File: src/rtl/dispatch_pkg.sv
// Shared types and constants for the dispatch queue: entry payload, FSM states, break decode.
package dispatch_pkg;

  localparam int unsigned DISPATCH_DEPTH = 4;
  localparam int unsigned XLEN           = 32;
  localparam int unsigned CYCLE_W        = 64;

  localparam logic [5:0] OP_RTYPE    = 6'h00;
  localparam logic [5:0] FUNCT_BREAK = 6'h0D;

  typedef struct packed {
    logic [XLEN-1:0] instr;
    logic [XLEN-1:0] addr;
  } queue_entry_t;

  typedef enum logic {
    RUN  = 1'b0,
    HALT = 1'b1
  } dispatch_state_e;

  function automatic logic is_break(input logic [XLEN-1:0] word);
    return (word[31:26] == OP_RTYPE) && (word[5:0] == FUNCT_BREAK);
  endfunction

endpackage

File: src/rtl/dispatch_fifo.sv
// Circular buffer of queue entries with push/pop/clear; head reads as zero when empty.
module dispatch_fifo
  import dispatch_pkg::*;
#(
  parameter int unsigned DEPTH = DISPATCH_DEPTH
) (
  input  logic                       clk,
  input  logic                       rst_n,
  input  logic                       push_i,
  input  logic                       pop_i,
  input  logic                       clear_i,
  input  queue_entry_t               wdata_i,
  output queue_entry_t               head_o,
  output logic [$clog2(DEPTH):0]     count_o
);

  localparam int unsigned AW = $clog2(DEPTH);
  localparam int unsigned CW = AW + 1;

  queue_entry_t  mem_q [DEPTH];
  logic [AW-1:0] wr_ptr_q, wr_ptr_d;
  logic [AW-1:0] rd_ptr_q, rd_ptr_d;
  logic [CW-1:0] count_q, count_d;

  // Pointers wrap naturally because DEPTH is a power of two.
  always_comb begin
    wr_ptr_d = wr_ptr_q;
    rd_ptr_d = rd_ptr_q;
    count_d  = count_q;
    if (clear_i) begin
      wr_ptr_d = '0;
      rd_ptr_d = '0;
      count_d  = '0;
    end else begin
      if (push_i) wr_ptr_d = wr_ptr_q + AW'(1);
      if (pop_i)  rd_ptr_d = rd_ptr_q + AW'(1);
      count_d = count_q + CW'(push_i) - CW'(pop_i);
    end
  end

  always_ff @(posedge clk or negedge rst_n) begin
    if (!rst_n) begin
      wr_ptr_q <= '0;
      rd_ptr_q <= '0;
      count_q  <= '0;
    end else begin
      wr_ptr_q <= wr_ptr_d;
      rd_ptr_q <= rd_ptr_d;
      count_q  <= count_d;
    end
  end

  always_ff @(posedge clk) begin
    if (push_i && !clear_i) mem_q[wr_ptr_q] <= wdata_i;
  end

  assign head_o  = (count_q != '0) ? mem_q[rd_ptr_q] : '0;
  assign count_o = count_q;

endmodule

File: src/rtl/dispatch_queue.sv
// Instruction queue and dispatch gate: issue gating, break-halt FSM and free-running cycle counter.
module dispatch_queue
  import dispatch_pkg::*;
#(
  parameter int unsigned DEPTH = DISPATCH_DEPTH
) (
  input  logic                clk,
  input  logic                rst_n,
  input  logic                fetch_valid,
  input  logic [XLEN-1:0]     fetch_instr,
  input  logic [XLEN-1:0]     fetch_addr,
  output logic                fetch_ready,
  input  logic                rob_full,
  input  logic                rs_full,
  input  logic                flush,
  output logic [XLEN-1:0]     instr,
  output logic [XLEN-1:0]     addr,
  output logic                issue,
  output logic                halted,
  output logic [CYCLE_W-1:0]  cycle_count
);

  localparam int unsigned CW = $clog2(DEPTH) + 1;

  dispatch_state_e      state_q, state_d;
  logic [CYCLE_W-1:0]   cycle_q, cycle_d;
  logic [CW-1:0]        count;
  logic                 push;
  queue_entry_t         head;
  queue_entry_t         wdata;

  assign wdata = '{instr: fetch_instr, addr: fetch_addr};

  dispatch_fifo #(.DEPTH(DEPTH)) u_fifo (
    .clk     (clk),
    .rst_n   (rst_n),
    .push_i  (push),
    .pop_i   (issue),
    .clear_i (flush),
    .wdata_i (wdata),
    .head_o  (head),
    .count_o (count)
  );

  // Readiness ignores a same-cycle pop: a full queue never takes a push.
  always_comb begin
    state_d     = state_q;
    cycle_d     = cycle_q + CYCLE_W'(1);
    fetch_ready = 1'b0;
    issue       = 1'b0;
    push        = 1'b0;
    if (state_q == RUN) begin
      fetch_ready = (count < CW'(DEPTH));
      issue       = (count != '0) && !rob_full && !rs_full && !flush;
      push        = fetch_valid && fetch_ready && !flush;
      if (issue && is_break(head.instr)) state_d = HALT;
    end
  end

  always_ff @(posedge clk or negedge rst_n) begin
    if (!rst_n) begin
      state_q <= RUN;
      cycle_q <= '0;
    end else begin
      state_q <= state_d;
      cycle_q <= cycle_d;
    end
  end

  assign instr       = head.instr;
  assign addr        = head.addr;
  assign halted      = (state_q == HALT);
  assign cycle_count = cycle_q;

endmodule

File: config.mk
export PLATFORM = sky130hd
export DESIGN_NAME = dispatch_queue
export DESIGN_NICKNAME = d
export VERILOG_FILES = /design/src/rtl/dispatch_pkg.sv /design/src/rtl/dispatch_fifo.sv /design/src/rtl/dispatch_queue.sv
export SDC_FILE = /design/constraint.sdc
export NUM_CORES = 1
export LEC_CHECK = 0
export CELL_PAD_IN_SITES_DETAIL_PLACEMENT = 0
export CELL_PAD_IN_SITES_GLOBAL_PLACEMENT = 1
export CORE_MARGIN = 4
export CORE_UTILIZATION = 40
export DETAILED_ROUTE_END_ITERATION = 7
export PLACE_DENSITY_LB_ADDON = 0.2
export RECOVER_POWER = 100
export SYNTH_ARGS = -nofsm -noshare
export SYNTH_HDL_FRONTEND = slang
export SYNTH_SLANG_ARGS = --single-unit
File: constraint.sdc
create_clock -name clk -period 3.8 [get_ports clk]
set_input_delay 1.14 -clock clk [delete_from_list [all_inputs] [get_ports clk]]
set_output_delay 1.14 -clock clk [all_outputs]
set_load 0.01 [all_outputs]
-- Word level (Yosys, flattened, before mapping)
Memories as Yosys holds them, arrays and structs flattened.
Index checks and enable logic that the tools add are counted.
- output and inout port bits: 131
- word-level logic and storage cells: 41
- memories kept: 1
- memory bits (writable): 256
- input port bits: 70
- bits in registers: 72
- multiplexer cells: 13
- $add $sub $neg: 5
- magnitude comparators: 1
- equal/unequal tests: 1
- reductions and logical operators: 15
- memory list (name ; depth ; bits a word ; rd ports ; clocked after Yosys merged registers in ; wr ports ; RTL line ; RTL):
    u_fifo.mem_q ; 4 ; 64 ; 1 ; 0 ; 1 ; dispatch_fifo.sv:20 ; queue_entry_t mem_q [DEPTH];
- operators by type and width (cell ; number):
    $add A64 B1 Y64 const B ; 1
    $mux W64 ; 1
    $logic_and A1 B1 Y1 ; 8
    $mux W2 ; 4
    $mux W1 ; 7
    $eq A6 B4 Y1 const B ; 1
    $logic_not A6 Y1 ; 1
    $add A2 B1 Y2 const B ; 2
    $reduce_bool A2 Y1 ; 2
    $add A3 B1 Y3 ; 1
    $logic_not A1 Y1 ; 3
    $lt A3 B3 Y1 const B ; 1
    $mux W3 ; 1
    $reduce_bool A3 Y1 ; 1
    $sub A3 B1 Y3 ; 1

-- Depth between registers and ports, before layout
Gate-level depths: netlist (run 1).
- depth in word-level cells: 7
- gate-level depth with buffers: 10
- gate-level depth less buffers: 9

-- By module
A second synthesis (run 1) with hierarchy kept.
- cell total of the unflattened synthesis: 732
- area total of the unflattened synthesis: 13213.9 um^2
- modules (own cells, without submodules) (module ; seq. area each (um^2) ; cells each ; area an instance (um^2) ; times used):
    dispatch_fifo ; 7862.5 ; 444 ; 10121.0 ; 1
    dispatch_queue ; 1626.6 ; 288 ; 3093.0 ; 1

-- Least setup slack after synthesis (run 1)
OpenSTA, ideal clock, no wires.
- kind: input port to flip-flop
- start point: in flush
- end point: mem u_fifo.mem_q[0][0] in the netlist's numbering, enable pin
- path slack: 0.323 ns
- arrival: 3.048 ns
- path buffers: 1
- setup time: 0.429 ns
- data required time: 3.371 ns
- stages: 3
- path through: clkbuf_1 -> nor2_1 -> and2_1
- longest elaborated chain between the ends: 6
- ends and longest elaborated chain (item ; RTL line ; RTL):
    start: declaration ; dispatch_queue.sv:15 ; input logic flush,
    $logic_not A1 Y1 * ; dispatch_fifo.sv:54, dispatch_queue.sv:55 ;
    $logic_and A1 B1 Y1 ; dispatch_queue.sv:55 ; push = fetch_valid && fetch_ready && !flush;
    $mux W1 ; dispatch_queue.sv:52 ; if (state_q == RUN) begin
    $logic_and A1 B1 Y1 * ; dispatch_fifo.sv:54 ; if (push_i && !clear_i) mem_q[wr_ptr_q] <= wdata_i;
    $mux W1 * ; dispatch_fifo.sv:54 ;
    $mux W1 (implied by the code) * ; dispatch_fifo.sv:54 ;
    end: declaration ; dispatch_fifo.sv:20 ;
Mark *: on every way between the ends. The rest lies on a longest branch, timed or not.

-- Worst setup path in the final report (run 1)
- start point: reg u_fifo.rd_ptr_q[0]
- end point: out instr[9]
- longest elaborated chain between the ends: 2
- ends and longest elaborated chain (item ; RTL line ; RTL):
    start: declaration ; dispatch_fifo.sv:22 ; logic [AW-1:0] rd_ptr_q, rd_ptr_d;
    start signal: assignment ; dispatch_fifo.sv:48 ; rd_ptr_q <= rd_ptr_d;
    $mem_v2 Z4 W64 ; -- ;
    $mux W64 ; dispatch_fifo.sv:57 ; assign head_o = (count_q != '0) ? mem_q[rd_ptr_q] : '0;
    end: declaration ; dispatch_queue.sv:16 ; output logic [XLEN-1:0] instr,
No other way between the ends.

==> metrics.yaml, run 1 <==
global_routing:
  grt_start_max_net_pins: 73
  grt_antenna_before_repair: 4
  track_usage: 0.1552
  grtUsageMet1: 0.2048
  grt_pass1_wl_mm: 43.60
  grt_pass1_vias: 7472
  grt-ovfl-total: 0
  grt_util_met2: 0.2551
  gr-usage-met3: 0.04983
  busiest_layer: "met2"
yosys:
  synth_ff_type: "edfxtp_1"
  yosysTopAreaCell: "edfxtp_1"
  synth_top_area_frac: 0.5905
  ys_seq_elements: 328
  syn_nets: 791
  avgSynthCellArea_um2: 18.26
  synth_common_cells: "edfxtp_1 (256), dfrtp_1 (72), nor2b_1 (66)"
  yosysMostFrequentCell: "edfxtp_1"
  ys_async_sr_fraction: 0.2195
  synth_cell_types: 35
  synth_edf_count: 256
  synth.cell_area_mm2: 0.01302
  yosys-top-cells-area: "edfxtp_1 (59%), dfrtp_1 (14%), mux4_2 (11%)"
  yosys_warnings: 0
  synth_seq_area_share: 0.7290
  postSynthCellCount: 713
layout:
  multi_input_area_mm2: 0.003364
  fin_area_mm2: 0.01693
  layout.area.seq_mm2: 0.009494
  fin_nets: 1024
  post-route-util: 0.5325
  layout-drive-gt1-share: 0.1511
  fillers: 2604
  syn_to_final_growth_pct: 30.08
worst_hold_path:
  hold-path-cell-count: 1
  hold_class: "flip-flop to flip-flop"
  hp-start: "cycle_count[63]"
  worstHoldEndpoint: "cycle_count[63]"
status:
  status: "complete, but fails checks"
  violations: "capacitance limit, slew limit"
clock_network:
  cts_made_buffers: 36
  post-cts-setup-buffers: 0
  cts_hold_buf: 0
  tritoncts: "done"
  clockRootBuffer: "clkbuf_16"
  cts.clk_slew.worst_paths_ps: 60
  insertion_delay_ps: 500
  h-tree-depth: 2
  post_cts_resized: 1
  cts_sinks: 328
  clock_path_buffers: 3
setup_path:
  critPathCaptureType: "output port"
  reg2reg_to: "u_fifo.mem_q[1][7]"
  r2r_slack_ps: 820
  crit_arrival_ps: 2520
  startpoint: "u_fifo.rd_ptr_q[0]"
  r2r-start: "halted"
  cp-start-kind: "flip-flop"
  criticalPathCategory: "flip-flop to output port"
  cp_cell_sequence: "buf_12 > mux4_2 > nor2b_1 > dlygate4sd3_1"
  worst_ep_required_time_ps: 2660
  rr_worst_depth: 5
  cp_max_fo: 24
  critPathMaxStageDelay_ps: 650
  critPathSlowestCell: "dlygate4sd3_1"
timing:
  hold_violations: 0
  fin_worst_skew_ps: 9.422
  finalCritPeriodShare: 0.9637
  fmax_mhz: 273.1
  rsz0062_at_grt: "false"
  slew_violations: 90
  fin_ws_ps: 137.8
  setup_viol_count_final: 0
  tightest_slew_ps: 1868
  fin_crit_ps: 3662
  whs_ps: 473.5
  relSlewSlack: -0.2452
floorplanning:
  die_h_um: 188.4
  die_area_mm2: 0.03549
  die_x_um: 188.4
  start_util: 0.4094
  core-area_mm2: 0.03180
  placementRows: 65
  boundaryPins: 201
place:
  dpl-instance-area_mm2: 0.01578
  pre_cts_slack_ps: -60.54
  dp_hpwl_mm: 17.72
  port_buffers: 200
  gp_congestion: 0.7325
power:
  powerDensity_mw_per_mm2: 562.3
  power.total_uw: 9521
  leakagePower_uw: 0.006191
  ir_drop_mv: 0.2619
route:
  dr.pass1.iters: 4
  wire_per_inst_um: 19.44
  drc_errors: 0
  vias: 6964
  initialDrtViolationCount: 352
  wl_mm: 27.39
  vias_per_cell: 4.943
  ant_nets: 0
run:
  drv_cap: 2
-- worst max path at each step --
stage / slack (ps) / cells after the start / end
6_report: 140 / 4 / instr[9]
2_1_floorplan: 320 / 3 / u_fifo.mem_q[0][0]
4_1_cts: 130 / 4 / instr[16]
3_5_place_dp: -60 / 4 / issue
5_1_grt: 30 / 4 / addr[28]
3_3_place_gp: -50 / 4 / issue
-- worst max-delay path: cells and delay by family (launching register included) --
kind	cells	cell delay (ps)
simple gates	1	140
flops	1	450
mux	1	530
buf+inv	2	880
-- metrics by stage --
stage | instances | setup TNS [ps]
6_report | 1409 | 0
3_3_place_gp | 1343 | -54.24
4_1_cts | 1408 | 0
5_1_grt | 1409 | 0
2_1_floorplan | 713 | 0
3_5_place_dp | 1343 | -60.54
-- state kept, by name (all words and copies together) (netlist names) --
name             cells
u_fifo.mem_q       256
cycle_count         64
u_fifo.count_o       3
u_fifo.rd_ptr_q      2
u_fifo.wr_ptr_q      2
halted               1
-- cells in the final DEF (no fill, tap or decap), types with 3 or more instances in the layout --
| cell type | Yosys | final |
|---|---|---|
| and3_1 | 10 | 10 |
| inv_1 | 14 | 14 |
| clkbuf_1 | 14 | 8 |
| xor2_1 | 30 | 30 |
| edfxtp_1 | 256 | 256 |
| clkbuf_16 | 0 | 37 |
| dlygate4sd3_1 | 0 | 158 |
| nand4_1 | 14 | 14 |
| mux4_2 | 64 | 64 |
| clkinv_2 | 0 | 7 |
| and2_1 | 6 | 4 |
| nand2_1 | 25 | 25 |
| ha_1 | 7 | 7 |
| nand3_1 | 23 | 24 |
| clkinv_1 | 0 | 4 |
| clkbuf_2 | 0 | 3 |
| bufinv_16 | 0 | 6 |
| clkdlybuf4s50_1 | 0 | 40 |
| dfrtp_1 | 72 | 70 |
| xnor2_1 | 36 | 36 |
| buf_4 | 1 | 3 |
| buf_12 | 0 | 9 |
| nor2b_1 | 66 | 66 |
| nor3_1 | 16 | 15 |
| clkbuf_8 | 0 | 3 |
| nor4_1 | 6 | 6 |
| nor4_4 | 3 | 3 |
| nor2_1 | 21 | 21 |
-- routing by layer --
metal,vias up,routed length (µm),share of wire
li1,3203,-,-
met1,3545,11850,0.43
met2,174,13250,0.48
met3,36,1854,0.068
met4,6,396,0.014
met5,-,34,0.0012
-- area by class of cell --
class                   instances  share of cell area
diodes                          1           0.0001478
clock buffers                  45             0.05822
clock inverters                20             0.01507
inverters                      14            0.003103
multi-input cells             347              0.1987
flip-flops and latches        328              0.5607
well taps                     435             0.03214
repair buffers                219              0.1320
-- where the power goes --
| part | switching, µW | total [µW] | internal [µW] |
|---|---|---|---|
| combinational | 897 | 1790 | 894 |
| sequential | 49.7 | 4130 | 4080 |
| clock | 1350 | 3600 | 2250 |
-- cell families after synthesis --
family                     count (synthesis)  share of synthesized area
AOI/OAI and AO/OA                          2                   0.001153
xor gates and xnor gates                  66                    0.04441
adders and majority gates                  8                   0.008266
buffers and inverters                     38                    0.01259
DFF                                      328                     0.7290
muxes                                     65                     0.1115
and+or+nand+nor                          206                    0.09314
No activity file was read; power rests on OpenSTA's default activity.
==> inputs of run 2 (changes only) <==
--- a/config.mk
+++ b/config.mk
@@ -12,6 +12,7 @@
 export DETAILED_ROUTE_END_ITERATION = 7
 export PLACE_DENSITY_LB_ADDON = 0.2
 export RECOVER_POWER = 100
+export SLEW_MARGIN = 5
 export SYNTH_ARGS = -nofsm -noshare
 export SYNTH_HDL_FRONTEND = slang
 export SYNTH_SLANG_ARGS = --single-unit
==> results of run 2 <==
The final DEF is identical to that of run 1; final timing and power are the same.
